--- src/rtl/draw_scheduler.sv ---
// Frame sequencer: runs NUM_LINES erase engines then NUM_LINES draw engines one at a time and muxes the active pixel stream to VGA.
// Define DRAW_SCHED_TIMEOUT_EN to add a per-engine watchdog that raises a sticky sched_error.
module draw_scheduler #(
   parameter int NUM_LINES      = 6,
   parameter int X_W            = 9,
   parameter int Y_W            = 8,
   parameter int TIMEOUT_CYCLES = 4096
) (
   input  logic                     clock,
   input  logic                     resetn,
   input  logic                     draw_go,
   input  logic [NUM_LINES-1:0]     draw_done,
   input  logic [NUM_LINES-1:0]     erase_done,
   input  logic [NUM_LINES-1:0]     draw_colour,
   input  logic [NUM_LINES-1:0]     erase_colour,
   input  logic [NUM_LINES*X_W-1:0] draw_x,
   input  logic [NUM_LINES*Y_W-1:0] draw_y,
   input  logic [NUM_LINES*X_W-1:0] erase_x,
   input  logic [NUM_LINES*Y_W-1:0] erase_y,
   output logic [NUM_LINES-1:0]     draw_enable,
   output logic [NUM_LINES-1:0]     erase_enable,
   output logic                     vga_enable,
   output logic [X_W-1:0]           x_out,
   output logic [Y_W-1:0]           y_out,
   output logic [2:0]               colour_out,
   output logic                     all_drawing_done,
   output logic                     busy,
   output logic                     sched_error
);
   localparam int IDX_W = (NUM_LINES > 1) ? $clog2(NUM_LINES) : 1;
   localparam logic [IDX_W-1:0] LAST_IDX = IDX_W'(NUM_LINES - 1);

   typedef enum logic [2:0] {
      S_IDLE, S_ERASE, S_ERASE_GAP, S_DRAW, S_DRAW_GAP, S_FINISH
   } state_t;

   state_t               state_q, state_d;
   logic [IDX_W-1:0]     idx_q, idx_d;
   logic                 pending_q, pending_d;
   logic [NUM_LINES-1:0] erase_en_q, erase_en_d;
   logic [NUM_LINES-1:0] draw_en_q, draw_en_d;
   logic                 vga_q, vga_d;
   logic [X_W-1:0]       x_q, x_d;
   logic [Y_W-1:0]       y_q, y_d;
   logic [2:0]           colour_q, colour_d;
   logic                 done_q, done_d;
   logic                 busy_q, busy_d;
   logic                 running, sel_done, run_timeout;
   logic                 pix_erase, pix_draw;

   assign running  = (state_q == S_ERASE) || (state_q == S_DRAW);
   assign sel_done = (state_q == S_ERASE) ? erase_done[idx_q] : draw_done[idx_q];

`ifdef DRAW_SCHED_TIMEOUT_EN
   localparam int CNT_W = $clog2(TIMEOUT_CYCLES) + 1;
   logic [CNT_W-1:0] wd_cnt_q, wd_cnt_d;
   logic             sched_error_q, sched_error_d;

   // Counter restarts on every gap/idle cycle, so each engine gets a fresh budget.
   always_comb begin
      wd_cnt_d      = running ? wd_cnt_q + CNT_W'(1) : '0;
      run_timeout   = running && (wd_cnt_q == CNT_W'(TIMEOUT_CYCLES - 1));
      sched_error_d = sched_error_q | (run_timeout & ~sel_done);
   end

   always_ff @(posedge clock) begin
      if (resetn) begin
         wd_cnt_q      <= '0;
         sched_error_q <= 1'b0;
      end else begin
         wd_cnt_q      <= wd_cnt_d;
         sched_error_q <= sched_error_d;
      end
   end

   assign sched_error = sched_error_q;
`else
   assign run_timeout = 1'b0;
   // No watchdog: the flag can never be raised.
   assign sched_error = (TIMEOUT_CYCLES < 0);
`endif

   always_comb begin
      state_d   = state_q;
      idx_d     = idx_q;
      pending_d = pending_q;
      case (state_q)
         S_IDLE: begin
            if (draw_go || pending_q) begin
               state_d = S_ERASE;
               idx_d   = '0;
            end
         end
         S_ERASE: if (sel_done || run_timeout) state_d = S_ERASE_GAP;
         S_ERASE_GAP: begin
            if (idx_q == LAST_IDX) begin
               idx_d   = '0;
               state_d = S_DRAW;
            end else begin
               idx_d   = idx_q + IDX_W'(1);
               state_d = S_ERASE;
            end
         end
         S_DRAW: if (sel_done || run_timeout) state_d = S_DRAW_GAP;
         S_DRAW_GAP: begin
            if (idx_q == LAST_IDX) begin
               idx_d   = '0;
               state_d = S_FINISH;
            end else begin
               idx_d   = idx_q + IDX_W'(1);
               state_d = S_DRAW;
            end
         end
         S_FINISH: state_d = S_IDLE;
         default: begin
            state_d = S_IDLE;
            idx_d   = '0;
         end
      endcase

      // Idle either launches the queued frame or has nothing queued; only one frame is held.
      if (state_q == S_IDLE) pending_d = 1'b0;
      else if (draw_go)      pending_d = 1'b1;

      erase_en_d = (state_d == S_ERASE) ? (NUM_LINES'(1) << idx_d) : '0;
      draw_en_d  = (state_d == S_DRAW)  ? (NUM_LINES'(1) << idx_d) : '0;
      done_d     = (state_d == S_FINISH);
      busy_d     = (state_d != S_IDLE);

      pix_erase = erase_en_q[idx_q] & ~erase_done[idx_q];
      pix_draw  = draw_en_q[idx_q]  & ~draw_done[idx_q];
      vga_d     = pix_erase | pix_draw;
      x_d       = x_q;
      y_d       = y_q;
      colour_d  = colour_q;
      if (pix_erase) begin
         x_d      = erase_x[idx_q*X_W +: X_W];
         y_d      = erase_y[idx_q*Y_W +: Y_W];
         colour_d = {3{erase_colour[idx_q]}};
      end else if (pix_draw) begin
         x_d      = draw_x[idx_q*X_W +: X_W];
         y_d      = draw_y[idx_q*Y_W +: Y_W];
         colour_d = {3{draw_colour[idx_q]}};
      end
   end

   always_ff @(posedge clock) begin
      if (resetn) begin
         state_q    <= S_IDLE;
         idx_q      <= '0;
         pending_q  <= 1'b0;
         erase_en_q <= '0;
         draw_en_q  <= '0;
         vga_q      <= 1'b0;
         x_q        <= '0;
         y_q        <= '0;
         colour_q   <= '0;
         done_q     <= 1'b0;
         busy_q     <= 1'b0;
      end else begin
         state_q    <= state_d;
         idx_q      <= idx_d;
         pending_q  <= pending_d;
         erase_en_q <= erase_en_d;
         draw_en_q  <= draw_en_d;
         vga_q      <= vga_d;
         x_q        <= x_d;
         y_q        <= y_d;
         colour_q   <= colour_d;
         done_q     <= done_d;
         busy_q     <= busy_d;
      end
   end

   assign erase_enable     = erase_en_q;
   assign draw_enable      = draw_en_q;
   assign vga_enable       = vga_q;
   assign x_out            = x_q;
   assign y_out            = y_q;
   assign colour_out       = colour_q;
   assign all_drawing_done = done_q;
   assign busy             = busy_q;
endmodule

--- config.mk ---
export PLATFORM = sky130hd
export DESIGN_NAME = draw_scheduler
export DESIGN_NICKNAME = d
export VERILOG_FILES = /design/src/rtl/draw_scheduler.sv
export SDC_FILE = /design/constraint.sdc
export NUM_CORES = 1
export LEC_CHECK = 0
export BUFFER_PORTS_ARGS = -buffer_cell sky130_fd_sc_hd__clkbuf_2
export CORE_AREA = 2 2 103 105
export DETAILED_ROUTE_END_ITERATION = 6
export DIE_AREA = 0 0 105 107
export PLACE_DENSITY = 0.7
export SLEW_MARGIN = 20
export SYNTH_ARGS = -nofsm -noshare
export SYNTH_HDL_FRONTEND = slang
export SYNTH_SLANG_ARGS = --single-unit
--- constraint.sdc ---
create_clock -name clock -period 3.7 [get_ports clock]
set_clock_uncertainty 0.1 [all_clocks]
set_input_delay 0.74 -clock clock [delete_from_list [all_inputs] [get_ports clock]]
set_output_delay 0.74 -clock clock [all_outputs]
set_load 0.05 [all_outputs]
Word-level counts from Yosys, hierarchy flattened
Index checks and enable logic that the tools add are counted.
{ "totals": {"reg_bits": 42, "input_bits": 231} }
{ "classes": {"n_addsub": 1, "mul": 1, "n_lt_le_gt_ge": 1, "n_eq_ne": 9, "n_shift": 5, "n_mux": 28, "bitwise_logic": 7, "reduce_logical": 9} }
{ "op_table": {"columns": ["op", "n"], "rows": [
  ["$shiftx A54 B8 Y9", 2],
  ["$shiftx A48 B7 Y8", 2],
  ["$mux W3", 8],
  ["$bmux W1 S3", 6],
  ["$mux W9", 2],
  ["$mux W8", 2],
  ["$pmux W3 S5", 1],
  ["$eq A3 B3 Y1 const B", 4],
  ["$eq A3 B2 Y1 const B", 3],
  ["$pmux W3 S3", 1],
  ["$reduce_or A2 Y1", 4],
  ["$mul A3 B4 Y7 const B", 1],
  ["$mux W1", 7],
  ["$eq A3 B1 Y1 const B", 2],
  ["$shl A1 B3 Y6 const A", 1],
  ["$lt A3 B4 Y1 const B", 1],
  ["$not A1 Y1", 4],
  ["$add A3 B1 Y3 const B", 1],
  ["$logic_not A3 Y1", 1],
  ["$reduce_bool A3 Y1", 1],
  ["$reduce_or A3 Y1", 1],
  ["$and A1 B1 Y1", 2],
  ["$mux W2", 1],
  ["$reduce_bool A2 Y1", 1],
  ["other kinds (2)", 2]
]} }

Depth between registers and ports, before layout
Gate-level depths: netlist (run 1).
{ "depth": {"word_depth": 8, "ltp_mapped": 10, "ltp_nobuf": 6} }

Worst setup path after synthesis (run 1)
Ideal clock, no wire load.
{ "synth_path": {"path_type": "input -> register", "start": "in erase_done[5]", "end": "reg x_q[1], in the netlist x_out[1]", "setup_time_ns": 0.125, "arrival_time_ns": 2.670, "required_ns": 3.475, "setup_slack_ns": 0.805, "cell_stages": 8, "path_buffers": 2, "path_cell_list": "mux2_2 > a22o_1 > or4_4 > buf_6 > buf_12 > mux4_2 > a2bb2oi_1 > o2bb2ai_1"} }
{ "synth_via": {"elab_chain_len": 5, "elab_cells_between_ends": 6, "classes_between": "mux (3); bitwise (2); reduce/logical (1)"} }
{ "synth_lines": {"columns": ["element", "line", "text"], "rows": [
  ["start: declaration", "13", "input logic [NUM_LINES-1:0] erase_done,"],
  ["$bmux W1 S3 (*)", "130", "pix_erase = erase_en_q[idx_q] & ~erase_done[idx_q];"],
  ["$mux W1 (not written as such) (*)", "130", null],
  ["$not A1 Y1 (*)", "130", null],
  ["$and A1 B1 Y1 (*)", "130", null],
  ["$mux W9 / $reduce_bool A2 Y1 (equally long branches)", null, null],
  ["end signal: assignment", "155", "x_q <= '0;"],
  ["end signal: assignment", "167", "x_q <= x_d;"],
  ["end: declaration", "43", "logic [X_W-1:0] x_q, x_d;"]
]} }
Mark *: on every way between the ends. The rest lies on a longest branch, timed or not. The select of a mux whose other input is x is not followed.
A chain may end at the register's enable or synchronous reset.

Worst setup path after layout (run 1)
{ "layout_path": {"start": "reg idx_q[2]", "end": "reg x_q[5], in the netlist x_out[5]"} }
{ "layout_via": {"elab_chain_len": 5, "elab_cells_between_ends": 18, "classes_between": "mul (1); shift (2); mux (10); bitwise (4); reduce/logical (1)"} }
{ "layout_lines": {"columns": ["element", "line", "text"], "rows": [
  ["start: declaration", "38", "logic [IDX_W-1:0] idx_q, idx_d;"],
  ["start signal: assignment", "162", "idx_q <= idx_d;"],
  ["branches (longest 5 deep; another with $mul A3 B4 Y7)", null, null]
]} }
Parallel ways; which one is timed is not known. The select of a mux whose other input is x is not followed.

==> results of run 1 <==
==> power by group through the flow <==
stage | sequential [uW] | clock (uW) | combinational, uW
floorplan | 575 | 0 | 310
global placement | 497 | 0 | 565
detailed placement | 496 | 0 | 577
CTS | 487 | 304 | 578
global route | 492 | 320 | 618
finish | 488 | 290 | 573
==> cell families after synthesis <==
kind of cell	after synthesis
AND/OR/NAND/NOR	59
multiplexers	85
other	1
buffers and inverters	42
flip-flops	40
AO/OA/AOI/OAI	70
XOR/XNOR	1
==> per-stage QoR <==
step,cell area [um2],hold slack [ps]
after floorplan,3430,387
after global placement,4790,345
after detailed placement,4790,346
after CTS,4880,370
after global routing,4880,387
final,4880,367
==> cell type report <==
| cell class | count | area, um2 |
|---|---|---|
| Fill cell | 981 | 5210 |
| Clock buffer | 6 | 72.6 |
| Sequential cell | 40 | 806 |
| Inverter | 8 | 30.0 |
| Clock inverter | 2 | 12.5 |
| Timing Repair Buffer | 271 | 1370 |
| Tap cell | 136 | 170 |
| Multi-Input combinational cell | 216 | 2420 |
==> critical path: stages, from the launching register on <==
cell and delay [ps]:
dfxtp_1 540, buf_4 360, nor2b_1 140, a22o_1 220, or4_4 840, nand2_1 220, nand2b_1 430, o2bb2ai_1 310
==> cells in the mapped netlist, types with 6 or more instances <==
library cell,count
dfxtp_1,40
nand2_1,8
a2bb2oi_1,18
inv_1,8
mux2i_1,21
clkbuf_1,16
nor2_1,18
mux2_2,8
nor3_1,6
a21oi_1,10
o2bb2ai_1,17
buf_2,7
mux4_2,55
==> registers in the layout, indices dropped and copies added, names as in the netlist <==
register          cells
busy                  1
pending_q             1
vga_enable            1
draw_enable           6
state_q               3
erase_enable          6
colour_out            1
y_out                 8
idx_q                 3
all_drawing_done      1
x_out                 9
==> metal layers <==
metal	up-vias	wire length, um
li1	1698	-
met4	0	193
met3	12	979
met5	-	0
met1	1770	4880
met2	213	6410
==> how the worst max path moves through the flow <==
stage / start / end / slack (ps) / cells after the start
floorplan: erase_done[5] / x_out[1] / 810 / 8
global placement: erase_done[5] / x_out[8] / 390 / 7
detailed placement: erase_done[5] / y_out[2] / 290 / 7
CTS: idx_q[2] / x_out[5] / 370 / 7
global route: idx_q[2] / x_out[7] / 170 / 7
finish: idx_q[2] / x_out[5] / 440 / 7
==> impl_metrics.toml, run 1 <==
[critical_path]
end_kind = "flop"
path_class = "reg2reg"
cp_max_fo = 37
r2r_cells = 7
rr_startpoint = "idx_q[2]"
required_ps = 3810
rrSetupSlack_ps = 440
start_kind = "flop"
r2r-end = "x_out[5]"
arrival_ps = 3360

[power]
seqPwrFrac = 0.361
p_total_uw = 1350
power-per-cell-area_nw_per_um2 = 277
swShare = 0.354
combPwrFrac = 0.424
clockPowerShare = 0.215
irDropWorstVdd_mv = 0.117
power_switching_uw = 478
leakagePower_uw = 0.00233
intPower_uw = 872

[route]
dr.first_iter.drc_count = 235
vias = 3693
drc_errors = 0
detail_route.vias_per_cell = 5.44
drtAntennaViolNets = 0
firstDrtPassIters = 5
wire_per_inst_um = 18.4
wirelength_um = 12500

[run_status]
status = "finished clean"

[global_route]
use_met2 = 0.387
grt_pass1_vias = 3826
grtUsageMet1 = 0.259
grt_max_degree = 38
overflow = 0
grtUsageTotal = 0.213
grt_pass1_wl_um = 19000
antenna_found_initial = 0
met3_usage = 0.0353
grt-busiest-layer = "met2"

[placement]
hpwlAfterDp_um = 10200
gp_congestion = 0.880
post-place-cells = 671
post-place-ws_ps = 285
io_buffers = 265

[logic_synthesis]
synthesis.nets = 529
syn-cell-area_um2 = 3430
synth-main-ff-cell = "dfxtp_1"
synth_xor_area_frac = 0.00256
async_flop_share = 0
yosys.area.top_type_share = 0.362
synth_fa_ha_area_frac = 0
synth-edff-count = 0
ys_ff_latch = 40
synth_top_cell_by_area = "mux4_2"
synth.distinct_cells = 48
yosysWarningCount = 0
synth.area.mux_share = 0.454
synthCells = 298
synth.area.top_cells = "mux4_2, dfxtp_1, mux2i_1, a2bb2oi_1, o2bb2ai_1"
synth_top_family_by_area = "multiplexers"
yosys.area_share.simple = 0.0880
seq_area_frac_synth = 0.234
synth_compound_area_frac = 0.159
synth_area_per_cell_um2 = 11.5

[sta]
slew-limit-headroom = 0.420
tightest_slew_ps = 869
slew_violations = 0
fin_crit_ps = 3260
finalSetupTns_ps = 0
finalCritPeriodShare = 0.880
max_freq_mhz = 307
fin_ws_ps = 445
rsz0062_at_grt = "false"
setup_viol = 0
finalHoldViolCount = 0

[layout]
area_delta_synth_final_pct = 42.4
antenna_cells = 0
nNetsFinal = 773
final_common_cell = "clkbuf_2"
mostFrequentLayoutCells = "clkbuf_2, mux4_2, dfxtp_1"
drive_above_1_share = 0.645
fin_cells = 679
postLayoutCoreUtil = 0.484

[clock_network]
cts_hold_buf = 0
cts-root-buf = "clkbuf_8"
clk_latency_ps = 290
cts_tree = "built"
cts_sinks = 40
numCtsBuffers = 5
cts_resized = 0
clockBufferDepth = 2
htreeDepth = 2
cts_setup_buffers = 0
clkTransAtPathRegs_ps = 80

[min_path]
hold-path-cell-count = 1
hold_start = "y_out[4]"
holdPathEnd = "y_out[4]"
worstHoldPathType = "reg2reg"

[run]
cap_violations = 0

[floorplan]
start_util = 0.339
die_y_um = 107
die_area_um2 = 11200
rows = 37
ios = 267
core_area_um2 = 10100
die_w_um = 105
(Power assumes the default switching activity.)
==> run 2, diff against run 1 <==
CTS_BUF_LIST = sky130_fd_sc_hd__clkbuf_4 sky130_fd_sc_hd__clkbuf_8   (was default)
==> impl_metrics.toml, run 2 (synthesis gave the netlist of run 1 again) <==
[sta]
max_freq_mhz = 307
slew-limit-headroom = 0.408
fin_crit_ps = 3260
finalSetupTns_ps = 0
tightest_slew_ps = 887
slew_violations = 0
setup_viol = 0
finalHoldViolCount = 0
rsz0062_at_grt = "false"
finalCritPeriodShare = 0.881

[placement]
gp_congestion = 0.880
hpwlAfterDp_um = 10200
place_area_um2 = 4790
io_buffers = 265

[clock_network]
cts_tree = "built"
cts-root-buf = "clkbuf_8"
clk_latency_ps = 290
htreeDepth = 2
cts_sinks = 40
clkTransAtPathRegs_ps = 80
cts_setup_buffers = 0
clockBufferDepth = 2
cts_hold_buf = 0
numCtsBuffers = 5
cts_resized = 0

[layout]
largest_reg_flops = 9
drive_above_1_share = 0.646
postLayoutCoreUtil = 0.484
final_cell_area_um2 = 4880
final_common_cell = "clkbuf_2"
nNetsFinal = 773
mostFrequentLayoutCells = "clkbuf_2, mux4_2, dfxtp_1"
antenna_cells = 0
area_delta_synth_final_pct = 42.5

[global_route]
overflow = 0
grt_pass1_wl_um = 19000
antenna_found_initial = 0
grtUsageTotal = 0.213
grt_max_degree = 38
grt_pass1_vias = 3823

[power]
clockPowerShare = 0.218
seqPwrFrac = 0.359
power-per-cell-area_nw_per_um2 = 278
intPower_uw = 879
power_switching_uw = 478
p_total_uw = 1360
swShare = 0.352
leakagePower_uw = 0.00233
combPwrFrac = 0.422
irDropWorstVdd_mv = 0.117

[critical_path]
cpPeakStageDelay_ps = 840
start_kind = "flop"
crit_path_top_delay_cell = "or4_4"
required_ps = 3810
path_cells = "buf_4, nor2b_1, a22o_1, or4_4, nand2_1, nand2b_1, o2bb2ai_1"
arrival_ps = 3360
cp_max_fo = 37
end_kind = "flop"
path_class = "reg2reg"

[route]
vias = 3683
wirelength_um = 12400
wire_per_inst_um = 18.3
detail_route.vias_per_cell = 5.42
dr.first_iter.drc_count = 227
drtAntennaViolNets = 0
firstDrtPassIters = 5
drc_errors = 0

[floorplan]
start_util = 0.339
die_w_um = 105
die_area_um2 = 11200
die_y_um = 107
core_area_um2 = 10100
rows = 37
ios = 267

[min_path]
worstHoldPathType = "reg2reg"

[run_status]
status = "finished clean"

[run]
cap_violations = 0
==> run 2: cell counts in the layout (fill, tap and decap cells not counted) <==
Identical to the previous run, type by type.
==> run 2: path summary, 6_finish.rpt <==
| check | startpoint | endpoint | slack [ps] | cells after the start |
|---|---|---|---|---|
| worst max-delay path | idx_q[2] | x_out[5] | 440 | 7 |
| worst min-delay path | y_out[4] | y_out[4] | 370 | 1 |
| worst max register to register | idx_q[2] | x_out[5] | 440 | 7 |
| worst min register to register | y_out[4] | y_out[4] | 370 | 1 |
==> run 2: layout make-up <==
type,count,area (um2)
fill,980,5210
multi-input combinational,216,2420
timing repair buffer,271,1370
sequential,40,806
tap,136,170
clock buffer,6,76.3
inverter,8,30.0
clock inverter,2,12.5
==> run 2: worst max-delay path: cells and delay by family (launching register included) <==
family,cells,cell delay (ps)
simple gates,4,1630
flops,1,550
buf+inv,1,360
compound gates,2,530
==> run 2: per-stage QoR <==
| step | setup slack [ps] | hold WS, ps | instances |
|---|---|---|---|
| 6_report | 441 | 367 | 679 |
| 5_1_grt | 171 | 387 | 679 |
| 4_1_cts | 372 | 370 | 679 |
| 3_5_place_dp | 285 | 346 | 671 |
| 3_3_place_gp | 388 | 345 | 671 |
| 2_1_floorplan | 805 | 387 | 298 |
==> run 2: layer usage <==
layer	global-route usage	wire, um	vias up
li1	-	-	1699
met1	0.259	4840	1755
met2	0.387	6390	215
met3	0.0353	994	14
met4	0.0638	200	0
met5	0	0	-
==> run 2: power groups by stage <==
stage | sequential (uW) | combinational [uW] | clock [uW]
6_report | 488 | 573 | 296
5_1_grt | 492 | 618 | 328
4_1_cts | 487 | 578 | 311
3_5_place_dp | 496 | 577 | 0
3_3_place_gp | 497 | 565 | 0
2_1_floorplan | 575 | 310 | 0
==> run 3, diff against run 2 <==
CTS_BUF_LIST = sky130_fd_sc_hd__clkbuf_16   (was sky130_fd_sc_hd__clkbuf_4 sky130_fd_sc_hd__clkbuf_8)
TNS_END_PERCENT = 1   (was default)
==> impl_metrics.toml, run 3 (synthesis gave the netlist of run 1 again) <==
[route]
drc_errors = 0
wirelength_um = 12500
detail_route.vias_per_cell = 5.43
dr.first_iter.drc_count = 225
firstDrtPassIters = 5
vias = 3685
wire_per_inst_um = 18.4
drtAntennaViolNets = 0

[sta]
slew-limit-headroom = 0.415
fin_crit_ps = 3270
rsz0062_at_grt = "false"
tightest_slew_ps = 877
slew_violations = 0
setup_viol = 0
finalSetupTns_ps = 0
max_freq_mhz = 306
finalHoldViolCount = 0
finalCritPeriodShare = 0.883

[clock_network]
clkTransAtPathRegs_ps = 60
cts-root-buf = "clkbuf_16"
cts_resized = 0
clockBufferDepth = 2
cts_sinks = 40
htreeDepth = 2
clk_latency_ps = 280
cts_tree = "built"
numCtsBuffers = 5
cts_hold_buf = 0
cts_setup_buffers = 0

[global_route]
grt_pass1_wl_um = 19000
overflow = 0
antenna_found_initial = 0
grt_max_degree = 38
grtUsageTotal = 0.214
grt_pass1_vias = 3820

[critical_path]
cpPeakStageDelay_ps = 840
crit_path_top_delay_cell = "or4_4"
required_ps = 3790
path_class = "reg2reg"
arrival_ps = 3360
end_kind = "flop"
cp_max_fo = 37
path_cells = "buf_4, nor2b_1, a22o_1, or4_4, nand2_1, nand2b_1, o2bb2ai_1"
critical-path-top-delay-family = "simple AND/OR/NAND/NOR gates"
critPathBufInv = 1
start_kind = "flop"

[layout]
drive_above_1_share = 0.645
mostFrequentLayoutCells = "clkbuf_2, mux4_2, dfxtp_1"
antenna_cells = 0
fillers = 976
largest_reg_flops = 9
area_delta_synth_final_pct = 44.1
final_common_cell = "clkbuf_2"
final_cell_area_um2 = 4940
nNetsFinal = 773

[placement]
hpwlAfterDp_um = 10200
gp_congestion = 0.880
io_buffers = 265
place_area_um2 = 4790

[floorplan]
rows = 37
die_w_um = 105
ios = 267
die_y_um = 107
core_area_um2 = 10100
die_area_um2 = 11200
start_util = 0.339

[run]
cap_violations = 0

[power]
irDropWorstVdd_mv = 0.146
leakagePower_uw = 0.00236
power-per-cell-area_nw_per_um2 = 300

[min_path]
worstHoldPathType = "reg2reg"

[run_status]
status = "finished clean"
[run 3: per-stage QoR]
stage          worst slack [ps]  hold WS (ps)  total power (uW)  std cells   util
3_3_place_gp                388           345              1060        671  0.475
3_5_place_dp                285           346              1070        671  0.475
6_report                    432           362              1480        679  0.489
5_1_grt                     172           383              1560        679  0.489
2_1_floorplan               805           387               884        298      -
4_1_cts                     376           365              1500        679  0.489
[run 3: worst paths after layout]
check,cells after the start,slack (ps),end,from
setup / recovery,7,430,x_out[5],idx_q[2]
hold / removal,1,360,y_out[4],y_out[4]
setup reg to reg,7,430,x_out[5],idx_q[2]
hold reg to reg,1,360,y_out[4],y_out[4]
[run 3: cell type report]
cell class              instances  area, um2  share of cell area
well taps                     136        170              0.0345
flip-flops and latches         40        806               0.163
multi-input cells             216       2420               0.490
clock inverters                 3       16.3             0.00330
clock buffers                   5        125              0.0253
inverters                       8       30.0             0.00608
repair buffers                271       1370               0.278
[run 3: power breakdown]
part | switching (uW) | internal (uW)
Combinational | 293 | 280
Clock | 173 | 246
Sequential | 27.7 | 461
Total | 494 | 986
[run 3: per-layer routing]
layer / global-route usage / routed length [um] / vias up
met2: 0.386 / 6430 / 211
met5: 0 / 0 / -
met4: 0.0667 / 189 / 0
met1: 0.260 / 4850 / 1767
li1: - / - / 1695
met3: 0.0353 / 994 / 12
